<file path="config.mk">
export PLATFORM = sky130hd
export DESIGN_NAME = ccg_resp_compactor
export DESIGN_NICKNAME = d
export VERILOG_FILES = /design/src/rtl/ccg_resp_pkg.sv /design/src/rtl/ccg_misr32.sv /design/src/rtl/ccg_resp_compactor.sv
export SDC_FILE = /design/constraint.sdc
export NUM_CORES = 1
export LEC_CHECK = 0
export CORE_AREA = 8 8 118 120
export DETAILED_ROUTE_END_ITERATION = 10
export DIE_AREA = 0 0 126 128
export DONT_BUFFER_PORTS = 1
export PLACE_DENSITY = 0.75
export REMOVE_ABC_BUFFERS = 1
export SLEW_MARGIN = 20
export SYNTH_ARGS = -nofsm -noshare
export SYNTH_HDL_FRONTEND = slang
export SYNTH_HIERARCHICAL = 1
export SYNTH_SLANG_ARGS = --single-unit
</file>
<file path="constraint.sdc">
create_clock -name clk -period 2.2 [get_ports clk]
set_input_delay 0.33 -clock clk [delete_from_list [all_inputs] [get_ports clk]]
set_output_delay 0.33 -clock clk [all_outputs]
set_load 0.02 [all_outputs]
</file>
<file path="src/rtl/ccg_resp_pkg.sv">
// Shared constants, state encoding and group-consistency helper for the
// combinational-benchmark response compactor.
package ccg_resp_pkg;

    localparam logic [31:0] SEED = 32'hFFFF_FFFF;
    localparam logic [31:0] POLY = 32'h04C1_1DB7;

    // Bit i-1 of the response word carries f<i>.
    // A = f1..f7, f12, f14, f15 ; B = f8..f11, f13, f16, f17
    localparam logic [16:0] GROUP_A_MASK = 17'h0687F;
    localparam logic [16:0] GROUP_B_MASK = 17'h19780;

    typedef enum logic [1:0] {
        ST_IDLE = 2'd0,
        ST_RUN  = 2'd1,
        ST_DONE = 2'd2
    } state_t;

    // A group is consistent when every member equals the group's reference bit.
    function automatic logic group_violation(input logic [16:0] f,
                                             input logic [16:0] mask,
                                             input logic        ref_bit);
        return (f & mask) != (ref_bit ? mask : 17'd0);
    endfunction

endpackage

</file>
<file path="src/rtl/ccg_misr32.sv">
// 32-bit multiple-input signature register folding a 17-bit response per beat.
module ccg_misr32
    import ccg_resp_pkg::*;
(
    input  logic        clk,
    input  logic        rst_n,
    input  logic        load,
    input  logic        en,
    input  logic [16:0] din,
    output logic [31:0] sig
);

    logic [31:0] sig_q, sig_d;

    // load wins over en so a new run always begins from SEED.
    always_comb begin
        sig_d = sig_q;
        if (load) begin
            sig_d = SEED;
        end else if (en) begin
            sig_d = {sig_q[30:0], 1'b0} ^ (sig_q[31] ? POLY : 32'd0) ^ {15'd0, din};
        end
    end

    always_ff @(posedge clk or negedge rst_n) begin
        if (!rst_n) begin
            sig_q <= SEED;
        end else begin
            sig_q <= sig_d;
        end
    end

    assign sig = sig_q;

endmodule

</file>
<file path="src/rtl/ccg_resp_compactor.sv">
// Captures a run of benchmark response vectors: MISR signature, f1/f8 ones
// counts and output-group consistency statistics.
module ccg_resp_compactor
    import ccg_resp_pkg::*;
#(
    parameter int NVEC_W = 16
) (
    input  logic              clk,
    input  logic              rst_n,
    input  logic              start,
    input  logic [NVEC_W-1:0] num_vec,
    input  logic              in_valid,
    output logic              in_ready,
    input  logic [16:0]       in_f,
    output logic [31:0]       sig,
    output logic [NVEC_W-1:0] ones_f1,
    output logic [NVEC_W-1:0] ones_f8,
    output logic [NVEC_W-1:0] mismatch_cnt,
    output logic [NVEC_W-1:0] first_err_idx,
    output logic              err_flag,
    output logic              busy,
    output logic              done,
    output state_t            dbg_state
);

    // Handshake: a beat transfers on a rising clk edge where in_valid and
    // in_ready are both 1; in_ready is high exactly while in RUN.

    state_t            state_q, state_d;
    logic [1:0]        rst_sync_q;
    logic [NVEC_W-1:0] nvec_q, nvec_d;
    logic [NVEC_W-1:0] idx_q, idx_d;
    logic [NVEC_W-1:0] f1_q, f1_d;
    logic [NVEC_W-1:0] f8_q, f8_d;
    logic [NVEC_W-1:0] mis_q, mis_d;
    logic [NVEC_W-1:0] first_q, first_d;
    logic              err_q, err_d;

    logic start_acc, beat, last_beat, viol;

    // start stays blocked until reset release has passed two clk edges.
    always_ff @(posedge clk or negedge rst_n) begin
        if (!rst_n) begin
            rst_sync_q <= 2'b00;
        end else begin
            rst_sync_q <= {rst_sync_q[0], 1'b1};
        end
    end

    assign start_acc = start && rst_sync_q[1] && (state_q != ST_RUN);
    assign beat      = (state_q == ST_RUN) && in_valid;
    assign last_beat = beat && (idx_q == nvec_q - 1'b1);
    assign viol      = group_violation(in_f, GROUP_A_MASK, in_f[0]) |
                       group_violation(in_f, GROUP_B_MASK, in_f[7]);

    always_comb begin
        state_d = state_q;
        nvec_d  = nvec_q;
        idx_d   = idx_q;
        f1_d    = f1_q;
        f8_d    = f8_q;
        mis_d   = mis_q;
        first_d = first_q;
        err_d   = err_q;
        if (start_acc) begin
            nvec_d  = num_vec;
            idx_d   = '0;
            f1_d    = '0;
            f8_d    = '0;
            mis_d   = '0;
            first_d = '0;
            err_d   = 1'b0;
            state_d = (num_vec == '0) ? ST_DONE : ST_RUN;
        end else if (beat) begin
            idx_d = idx_q + 1'b1;
            f1_d  = f1_q + {{(NVEC_W-1){1'b0}}, in_f[0]};
            f8_d  = f8_q + {{(NVEC_W-1){1'b0}}, in_f[7]};
            if (viol) begin
                mis_d = mis_q + 1'b1;
                if (!err_q) begin
                    first_d = idx_q;
                    err_d   = 1'b1;
                end
            end
            if (last_beat) begin
                state_d = ST_DONE;
            end
        end
    end

    always_ff @(posedge clk or negedge rst_n) begin
        if (!rst_n) begin
            state_q <= ST_IDLE;
            nvec_q  <= '0;
            idx_q   <= '0;
            f1_q    <= '0;
            f8_q    <= '0;
            mis_q   <= '0;
            first_q <= '0;
            err_q   <= 1'b0;
        end else begin
            state_q <= state_d;
            nvec_q  <= nvec_d;
            idx_q   <= idx_d;
            f1_q    <= f1_d;
            f8_q    <= f8_d;
            mis_q   <= mis_d;
            first_q <= first_d;
            err_q   <= err_d;
        end
    end

    ccg_misr32 u_misr (
        .clk   (clk),
        .rst_n (rst_n),
        .load  (start_acc),
        .en    (beat),
        .din   (in_f),
        .sig   (sig)
    );

    assign in_ready      = (state_q == ST_RUN);
    assign busy          = (state_q == ST_RUN);
    assign done          = (state_q == ST_DONE);
    assign ones_f1       = f1_q;
    assign ones_f8       = f8_q;
    assign mismatch_cnt  = mis_q;
    assign first_err_idx = first_q;
    assign err_flag      = err_q;
    assign dbg_state     = state_q;

endmodule
</file>
== Word-level counts from Yosys, hierarchy flattened ==
Cells that the tools add are included.
W data, S select, Z words.
Storage, ports and cells
  input port bits: 37
  flip-flop bits (word level): 133
  logic and storage cells: 61
Operators by class
  $add $sub $neg: 5
  reduce and logical (&&, ||, !) cells: 11
  muxes and demuxes: 25
  bitwise gates (word level): 3
  equal/unequal tests: 7
Operators by type and width (count)
  $mux W16: 13
  $mux W32: 2
  $add A16 B1 Y16: 2
  $add A16 B1 Y16 const B: 2
  $xor A32 B17 Y32: 1
  $xor A32 B32 Y32: 1
  $mux W27: 1
  $mux W17: 1
  $ne A17 B17 Y1: 1
  $eq A16 B16 Y1: 1
  $logic_not A16 Y1: 1
  $sub A16 B1 Y16 const B: 1
  $mux W15: 1
  $ne A15 B15 Y1: 1
  $mux W2: 4
  $reduce_bool A2 Y1: 3
  $logic_and A1 B1 Y1: 4
  $ne A2 B1 Y1 const B: 2
  $reduce_and A2 Y1: 2
  $mux W1: 3
  $reduce_and A3 Y1: 1
  $eq A2 B1 Y1 const B: 1
  $eq A2 B2 Y1 const B: 1
  $or A1 B1 Y1: 1

== Longest topological paths before layout ==
Gate-level depths: netlist of run 1.
  word-level depth: 6
  gate-level depth with buffers: 10
  depth with buffers taken out: 9

== Hierarchy ==
Netlist of run 1, hierarchy kept.
Modules (own cells, without submodules)
  ccg_resp_compactor: cells each 573, area each 5143.7 µm², instances 1
  ccg_misr32: cells each 127, area each 1726.7 µm², instances 1

== Worst setup path before layout of run 1 ==
No wires, ideal clock.
  kind: flip-flop to flip-flop
  from: register state_q[1] (netlist: dbg_state[1])
  to: register u_misr.sig_q[19] (netlist: u_misr/sig[19])
  arrival time: 2.465 ns
  period minus slack after synthesis: 2.547 ns
  setup time: 0.082 ns
  data required time: 2.118 ns
  path buffers: 4
  slack: -0.347 ns
  stages on the path, launching flop included: 10
  cell sequence: dfrtp_1 -> and2b_1 -> nand2_2 -> inv_2 -> buf_2 -> buf_1 -> buf_4 -> clkbuf_1 -> and2b_1 -> a211o_1
Between the ends
  cells in the longest elaborated chain, start to end: 3
  elaborated cells between the ends (all ways): 6
  classes of those cells: eq/ne (2); mux (1); reduce/logical (3)
RTL lines
  from (decl): RTL line ccg_resp_compactor.sv:29  | state_t state_q, state_d;
  from (signal assigned): RTL line ccg_resp_compactor.sv:102  | state_q <= state_d;
  $eq A2 B1 Y1
  via busy: RTL line ccg_resp_compactor.sv:21  | output logic busy,
  $logic_and A1 B1 Y1: RTL line ccg_resp_compactor.sv:51  | assign beat = (state_q == ST_RUN) && in_valid;
  via beat: RTL line ccg_resp_compactor.sv:39  | logic start_acc, beat, last_beat, viol;
  $reduce_bool A2 Y1 (no source line)
  to (signal assigned): RTL line ccg_misr32.sv:29  | sig_q <= sig_d;
  to (decl): RTL line ccg_misr32.sv:13  | logic [31:0] sig_q, sig_d;
The timed path passes the listed nets, and every way through them passes these cells.
A chain may end at the register's enable or synchronous reset.

== Worst setup path in the final report of run 1 ==
  from: register nvec_q[0]
  to: register state_q[1] (netlist: dbg_state[1])
Between the ends
  cells in the longest elaborated chain, start to end: 5
RTL lines
  from (decl): RTL line ccg_resp_compactor.sv:31  | logic [NVEC_W-1:0] nvec_q, nvec_d;
  from (signal assigned): RTL line ccg_resp_compactor.sv:103  | nvec_q <= nvec_d;
  $sub A16 B1 Y16: RTL line ccg_resp_compactor.sv:52  | assign last_beat = beat && (idx_q == nvec_q - 1'b1);
  $eq A16 B16 Y1: RTL line ccg_resp_compactor.sv:52
  $logic_and A1 B1 Y1: RTL line ccg_resp_compactor.sv:52
  $reduce_bool A2 Y1 (no source line)
  $reduce_and A2 Y1 (no source line)
Every way passes these cells.

==> parameters.txt, run 1 <==
Parameter                              Value

Timing
  Setup violation total in the final timing report ... 1
  RSZ-0062 raised after global routing ... yes
  Tcrit/Tclk final ... 100%
  Maximum frequency from static timing analysis ... 0.453 GHz
  Worst slew pin tran ... between 600 and 700 ps
  Max_slew headroom ... 58.1%
  Minimum clock period after layout ... 2210 ps
  Final Hold Fails ... 133
  Max-slew violation count ... 0
  Post-route worst hold slack ... -384 ps
  Final worst setup slack ... -5.52 ps
  Setup tns final ... -5.52 ps
  Setup Skew ... roughly 7 ps

Clock network
  Clock buffer depth ... 2
  Post-CTS Hold Buffers ... 1
  Clock edge transition at the registers on the reported setup and hold paths ... 50 ps
  Number of sinks driven by the clock tree ... ~130
  Clock latency on the worst-skew pair ... 420 ps
  Clock tree from TritonCTS ... done
  Total clock buffers created by CTS ... 17
  Post-CTS setup buffer count ... 0
  Number of H-tree branching levels ... 4
  Root buf cell ... clkbuf_16

Critical path
  Largest incremental delay on the critical path ... 500 ps
  Worst endpoint required time ... ~2500 ps
  Critical Path Source ... nvec_q[0]$_DFFE_PN0P_
  Critical path depth ... 9
  Highest fanout seen on the critical path ... 4
  CP endpoint kind ... flop
  Sequence of cells on the critical path ... inv_2, ha_4, or4b_4, or2_4, a21oi_2, a31oi_1, o21ai_2, a2111oi_4, o31a_1
  Library cell contributing the largest single delay on the critical path ... or4b_4
  Critical path destination ... dbg_state[1]$_DFFE_PN0P_
  Kind of critical path ... reg2reg
  FF-to-FF End ... dbg_state[1]$_DFFE_PN0P_
  Worst reg2reg startpoint ... nvec_q[0]$_DFFE_PN0P_
  Worst reg2reg setup slack ... -6 ps
  CP Launch Type ... flop
  Cell count of the worst reg-to-reg path ... 9
  CP Data Arrival Time ... 2510 ps
  Number of buffers and inverters on the critical path ... 1
  Family with the most delay on the worst path ... simple AND/OR/NAND/NOR gates

Synth
  Async set-or-reset flop fraction in the synthesized netlist ... 100%
  Synthesized area divided by synthesized cell count ... between 9 and 10 sq um
  Top FF cell, synth ... dfrtp_1
  Number of enable flip-flop cells after synthesis ... 0
  Sequential share of the synthesized area ... 49.0%
  Cells after Synth ... 700
  Synthesized flop and latch total ... 133
  Count of different cell masters after synthesis ... 51
  Mapped cell area ... between 6000 and 7000 sq um
  Synth Warn # ... 6

Place
  Setup Slack @ Placement ... -58.1 ps
  Placement-stage cell area ... 7330 sq um
  Port buffer count ... 0
  Post-DP HPWL ... 11800 microns
  Placer Congestion ... 0.816

Status
  Status ... finished with violations
  Violated checks ... negative hold slack, negative setup slack

Power and ir drop
  Switching Share ... 31.0%
  Pleak ... approximately 3.6 nW
  Internal power component ... 0.00615 W
  Portion of total power attributed to the clock network ... 32.5%
  Overall Power ... 0.00892 W
  Sw power ... 0.00277 W
  Register share of total power ... 44.2%
  Max rail drop VDD ... 0.000815 V
  Portion of total power attributed to combinational logic ... 23.3%
  Power density relative to cell area ... 1110 nW/um^2

Finish
  Proportion of layout cells with a drive suffix above 1 ... 18.4%
  Area added between synthesis and finish ... 16.5%
  Post-route standard cell area excluding fillers ... ~8000 sq um
  Number of diodes added for antenna fixing ... 0
  NumNets Final ... 782

Routing
  Routed length per placed instance ... between 15 and 20 microns
  Final WL ... 16500 microns
  Via density ... 5.76
  Number of detailed-routing iterations run before antenna repair ... 4
  Number of design-rule violations left by the first detailed-router iteration ... 318
  Detailed-route via count ... 5192
  Count of nets left with antenna violations after detail routing ... 0
  Number of remaining DRC errors ... 0

Global route
  Global-route total usage across every layer ... 21.2%
  Via count of the first global-routing pass ... about 5300
  Antenna violations before repair ... 0
  Global-route wire length before repair ... 26900 microns
  Overflow left after global routing ... 0
  Largest net degree at the start of global routing ... 134

Flow run
  Number of max-cap violations ... 0

Min path
  Hold Path Class ... in2async

Floorplanning
  Core region area ... 12200 sq um
  Top-level I/O count ... 139
  Overall die area ... 16100 sq um
  Initial core utilization ... 56.3%
  Die W ... 126 microns
  Die height ... ~130 microns
  Standard-cell rows ... 41
## cells in the mapped netlist (all sizes together), types with 7 or more instances
master  count  area (sq um)
nor4        7          58.8
nor3       14          75.1
xor2       50           438
nand4      20           125
a21oi      20           100
dfrtp     101          2530
ha          7          87.6
nand2     114           433
and3       14          87.6
nor2b      31           194
mux2i      10           100
or3        14          87.6
xor3       10           256
dfstp      32           841
o21ai      35           175
xnor2      21           184
a211o      32           280
buf        16          91.3
nand3      26           130
clkbuf     19          71.3
nor2       70           265
## metal layers
layer | routed length (microns) | GRT usage (%)
met1 | 6710 | 24.2
met2 | 8030 | 34.5
met3 | 1420 | 8.74
met4 | 340 | 9.27
met5 | 0 | 0
## kinds of logic (layout without fill, tap and decap cells)
family | Yosys count | count (layout) | share of synthesized area [%]
simple gates | 332 | 332 | 23.7
flops | 133 | 133 | 49.0
compound gates | 94 | 94 | 8.96
xor+xnor | 81 | 81 | 12.8
buf+inv | 42 | 93 | 2.75
mux | 10 | 10 | 1.46
fa+ha+maj | 7 | 7 | 1.27
other cells | 1 | 1 | 0.0546
## repair_timing
item,in CTS,in global routing
setup endpoints to repair,8,3
pin swaps,1,1
gates resized for setup,2,9
endpoints found under the hold margin,134,133
## area by class of cell
class                           instances  area [sq um]
Timing Repair Buffer                   54           445
Fill cell                             966          4200
Tap cell                              150           188
Clock inverter                          8           123
Inverter                                7          30.0
Clock buffer                           24           492
Multi-Input combinational cell        525          3360
Sequential cell                       133          3370
## metrics by stage
| step | instances | utilization, % |
|---|---|---|
| 2_1_floorplan | 665 | - |
| 3_3_place_gp | 868 | 60.1 |
| 3_5_place_dp | 868 | 60.1 |
| 5_1_grt | 901 | 65.6 |
| 6_report | 901 | 65.6 |
| 4_1_cts | 901 | 65.2 |
## placed cells by master (no fill, tap or decap), types with 3 or more instances in the layout
master      netlist  routed
nand3_1          26      26
nand4_1          20      20
clkinvlp_4        0       3
clkbuf_8          0       4
nor3_1           13      13
and2b_1           4       4
nor4_1            6       5
xor3_4            5       5
buf_12            0       3
xor3_1            5       5
xnor2_1          21      21
inv_1             5       3
or2_2             3       3
and3_1           14      14
a211o_1          32      32
or4_1             5       5
clkinv_2          0       3
nand2_1         112     112
clkbuf_1         19       3
a21oi_1          20      19
dfrtp_1         101     101
bufinv_16         0       3
xor2_1           50      50
or3_1            14      14
o21ai_0          32      32
dfstp_2          32      32
ha_1              7       6
clkbuf_16         0      17
nor2b_1          31      31
nor2_1           69      69
mux2i_1          10      10
buf_4             2      50
## registers in the layout (all words and copies together), names as in the netlist
| register | cells |
|---|---|
| rst_sync_q | 2 |
| idx_q | 16 |
| mismatch_cnt | 16 |
| ones_f8 | 16 |
| nvec_q | 16 |
| u_misr/sig | 32 |
| ones_f1 | 16 |
| dbg_state | 2 |
| err_flag | 1 |
| first_err_idx | 16 |
## worst reg2reg max path: cells and delay by family, from the launching register on
family | cells | cell delay, ps
AOI/OAI and AO/OA | 5 | 730
adders and majority gates | 1 | 130
buffers and inverters | 1 | 80
DFF | 1 | 380
and+or+nand+nor | 2 | 770
## power by group through the flow
| stage | Combinational (W) | Clock [W] | Sequential [W] |
|---|---|---|---|
| floorplan | 0.00144 | 0 | 0.00387 |
| global route | 0.00227 | 0.00307 | 0.00401 |
| finish | 0.00208 | 0.00290 | 0.00394 |
| CTS | 0.00205 | 0.00296 | 0.00395 |
| detailed placement | 0.00203 | 0 | 0.00398 |
| global placement | 0.00197 | 0 | 0.00397 |
## how the worst min path moves through the flow
| stage | from | end | slack [ps] | depth (start not counted) |
|---|---|---|---|---|
| 6_report | rst_n | mismatch_cnt[9]$_DFFE_PN0P_ | -380 | 0 |
| 5_1_grt | rst_n | mismatch_cnt[15]$_DFFE_PN0P_ | -410 | 0 |
| 4_1_cts | rst_n | ones_f1[3]$_DFFE_PN0P_ | -410 | 0 |
| 3_5_place_dp | rst_n | mismatch_cnt[9]$_DFFE_PN0P_ | 40 | 0 |
| 3_3_place_gp | rst_n | mismatch_cnt[11]$_DFFE_PN0P_ | 40 | 0 |
| 2_1_floorplan | rst_n | dbg_state[0]$_DFFE_PN0P_ | 30 | 0 |
(Power assumes the default switching activity.)
==> inputs of run 2 (changes only) <==
--- a/config.mk
+++ b/config.mk
@@ -5,11 +5,11 @@
 export SDC_FILE = /design/constraint.sdc
 export NUM_CORES = 1
 export LEC_CHECK = 0
-export CORE_AREA = 8 8 118 120
+export CORE_AREA = 8 8 113 115
 export DETAILED_ROUTE_END_ITERATION = 10
-export DIE_AREA = 0 0 126 128
+export DIE_AREA = 0 0 121 123
 export DONT_BUFFER_PORTS = 1
-export PLACE_DENSITY = 0.75
+export PLACE_DENSITY = 0.78
 export REMOVE_ABC_BUFFERS = 1
 export SLEW_MARGIN = 20
 export SYNTH_ARGS = -nofsm -noshare
==> constraint.sdc (replaced) <==
create_clock -name clk -period 2.3 [get_ports clk]
set_input_delay 0.345 -clock clk [delete_from_list [all_inputs] [get_ports clk]]
set_output_delay 0.345 -clock clk [all_outputs]
set_load 0.02 [all_outputs]
==> parameters.txt, run 2 (synthesis results as in run 1) <==
Parameter                              Value

Status
  Status ... finished with violations
  Violated checks ... negative hold slack

Global route
  Antenna violations before repair ... 0 (unchanged)
  Via count of the first global-routing pass ... 5205 (-1.3%)
  Global-route wire length before repair ... 26600 microns (-1.4%)
  Overflow left after global routing ... 0 (unchanged)
  Largest net degree at the start of global routing ... 134 (unchanged)
  Global-route total usage across every layer ... 22.5% (+1.3 points)

Routing
  Routed length per placed instance ... 18.6 microns (+1.5%)
  Detailed-route via count ... 5266 (+1.4%)
  Number of design-rule violations left by the first detailed-router iteration ... 412 (+30%)
  Final WL ... 16400 microns (-0.68%)
  Via density ... 5.97 (+3.6%)
  Number of detailed-routing iterations run before antenna repair ... 4 (unchanged)
  Count of nets left with antenna violations after detail routing ... 0 (unchanged)
  Number of remaining DRC errors ... 0 (unchanged)

Finish
  Non-filler cells, final ... 882 (-2.1%)
  Most used cells in the layout excluding fill and tap cells ... 112 x nand2_1, 101 x dfrtp_1, 68 x nor2_1
  Proportion of layout cells with a drive suffix above 1 ... 17.2% (-1.2 points)
  Number of flip-flops in the largest register ... 32 (unchanged)
  Number of diodes added for antenna fixing ... 0 (unchanged)
  Final cell utilization of the core ... 71.7% (+6.2 points)
  Leading cell type in the layout, fill and taps excluded ... nand2_1
  Area added between synthesis and finish ... 15.6%
  NumNets Final ... 770 (-1.5%)
  Fill cell count ... 763 (-21%)

Power and ir drop
  Register share of total power ... 43.2% (-1.0 points)
  Internal power component ... 0.00616 W (about the same)
  Max rail drop VDD ... 0.000719 V (-12%)
  Power density relative to cell area ... 1110 nW/um^2 (-0.75%)
  Pleak ... 3.60 nW (-0.84%)
  Portion of total power attributed to the clock network ... 35.3% (+2.8 points)
  Sw power ... 0.00263 W (-5.0%)
  Portion of total power attributed to combinational logic ... 21.5% (-1.8 points)
  Switching Share ... 29.9% (-1.1 points)

Place
  Port buffer count ... 0 (unchanged)
  Placer Congestion ... 0.846 (+3.6%)
  Post-DP HPWL ... 11400 microns (-3.4%)
  Cell count after placement ... 851 (-2.0%)
  Setup Slack @ Placement ... -18.8 ps (+39.3 ps)

Critical path
  Worst reg2reg setup slack ... 60 ps (+70 ps)
  CP Launch Type ... flop
  FF-to-FF End ... dbg_state[1]$_DFFE_PN0P_
  Cell count of the worst reg-to-reg path ... 9 (unchanged)
  CP Data Arrival Time ... 2530 ps (+20 ps)
  Worst endpoint required time ... 2590 ps (+90 ps)
  Worst reg2reg startpoint ... nvec_q[1]$_DFFE_PN0P_
  Kind of critical path ... reg2reg
  CP endpoint kind ... flop
  Highest fanout seen on the critical path ... 4 (unchanged)

Clock network
  Number of H-tree branching levels ... 4 (unchanged)
  Total clock buffers created by CTS ... 17 (unchanged)
  Clock latency on the worst-skew pair ... 410 ps (about the same)
  Root buf cell ... clkbuf_16
  Clock edge transition at the registers on the reported setup and hold paths ... 60 ps (about the same)
  Clock tree from TritonCTS ... done
  Number of sinks driven by the clock tree ... 133 (unchanged)
  Clock buffer depth ... 2 (unchanged)

Floorplanning
  Top-level I/O count ... 139 (unchanged)
  Die height ... 123 microns (-3.9%)
  Overall die area ... 14900 sq um (-7.7%)
  Die W ... 121 microns (-4.0%)
  Core region area ... 11100 sq um (-9.3%)
  Initial core utilization ... 62.0% (+5.8 points)
  Standard-cell rows ... 39 (-4.9%)

Timing
  Setup violation total in the final timing report ... 0 (-1)
  Final worst setup slack ... 61.2 ps (+66.7 ps)
  Minimum clock period after layout ... 2240 ps (+33.3 ps)
  Setup Skew ... 4.56 ps (-2.40 ps)
  Worst slew pin tran ... 780 ps (+154 ps)
  Max_slew headroom ... 47.5% (-11 points)
  RSZ-0062 raised after global routing ... yes
  Maximum frequency from static timing analysis ... 0.447 GHz (-1.5%)
  Post-route worst hold slack ... -369 ps (+15.1 ps)
  Setup tns final ... 0 ps (+5.52 ps)
  Tcrit/Tclk final ... 97.3% (-2.9 points)
  Max-slew violation count ... 0 (unchanged)
  Final Hold Fails ... 133 (unchanged)

Min path
  Hold Path Class ... in2async

Flow run
  Number of max-cap violations ... 0 (unchanged)
run 2: worst max-delay path, stage by stage, from the launching register on:
cell,delay [ps]
dfrtp_1,380
inv_2,80
ha_4,130
or4b_4,500
or2_4,270
a21oi_2,120
a31oi_1,90
o21ai_1,240
a2111oi_4,60
o31a_1,250
run 2: worst max path at each step:
stage               depth (start not counted)                     start                  endpoint  slack [ps]
finish                                      9     nvec_q[1]$_DFFE_PN0P_  dbg_state[1]$_DFFE_PN0P_          60
detailed placement                         10     nvec_q[0]$_DFFE_PN0P_  dbg_state[1]$_DFFE_PN0P_         -20
global placement                           10     nvec_q[0]$_DFFE_PN0P_  dbg_state[1]$_DFFE_PN0P_          40
CTS                                         8     nvec_q[0]$_DFFE_PN0P_  dbg_state[1]$_DFFE_PN0P_          40
global route                                9     nvec_q[0]$_DFFE_PN0P_  dbg_state[1]$_DFFE_PN0P_         -20
floorplan                                   4  dbg_state[1]$_DFFE_PN0P_  dbg_state[1]$_DFFE_PN0P_       -1660
run 2: layout make-up:
type                    count  area [sq um]  area share, %
clock buffers              23           488           6.14
multi-input cells         525          3360           42.3
flip-flops and latches    133          3370           42.4
inverters                   7          27.5          0.346
repair buffers             42           328           4.13
clock inverters             9           195           2.46
well taps                 143           179           2.25
run 2: routing by layer:
| metal | vias up | global-route usage (%) | wire (microns) |
|---|---|---|---|
| li1 | 2446 | - | - |
| met1 | 2611 | 25.9 | 6580 |
| met2 | 178 | 37.2 | 7980 |
| met3 | 31 | 7.85 | 1370 |
| met4 | 0 | 10.3 | 450 |
| met5 | - | 0 | 0 |
run 2: per-stage QoR:
stage	total power, W	cell area, sq um
detailed placement	0.00567	7220
CTS	0.00881	7920
global placement	0.00559	7220
global route	0.00922	7950
floorplan	0.00508	6710
finish	0.00879	7950
run 2: what timing repair did:
| item | CTS | global route |
|---|---|---|
| gates resized for setup | 7 | 4 |
| endpoints found under the setup margin | 4 | 4 |
| buffers inserted | 0 | 0 |
| endpoints found under the hold margin | 133 | 133 |
| pin swaps | 3 | 2 |
run 2: power groups by stage:
| stage | registers [W] | logic, W | clock network [W] |
|---|---|---|---|
| finish | 0.00380 | 0.00189 | 0.00310 |
| global route | 0.00387 | 0.00208 | 0.00327 |
| CTS | 0.00381 | 0.00186 | 0.00314 |
| detailed placement | 0.00384 | 0.00184 | 0 |
| global placement | 0.00382 | 0.00177 | 0 |
| floorplan | 0.00370 | 0.00138 | 0 |
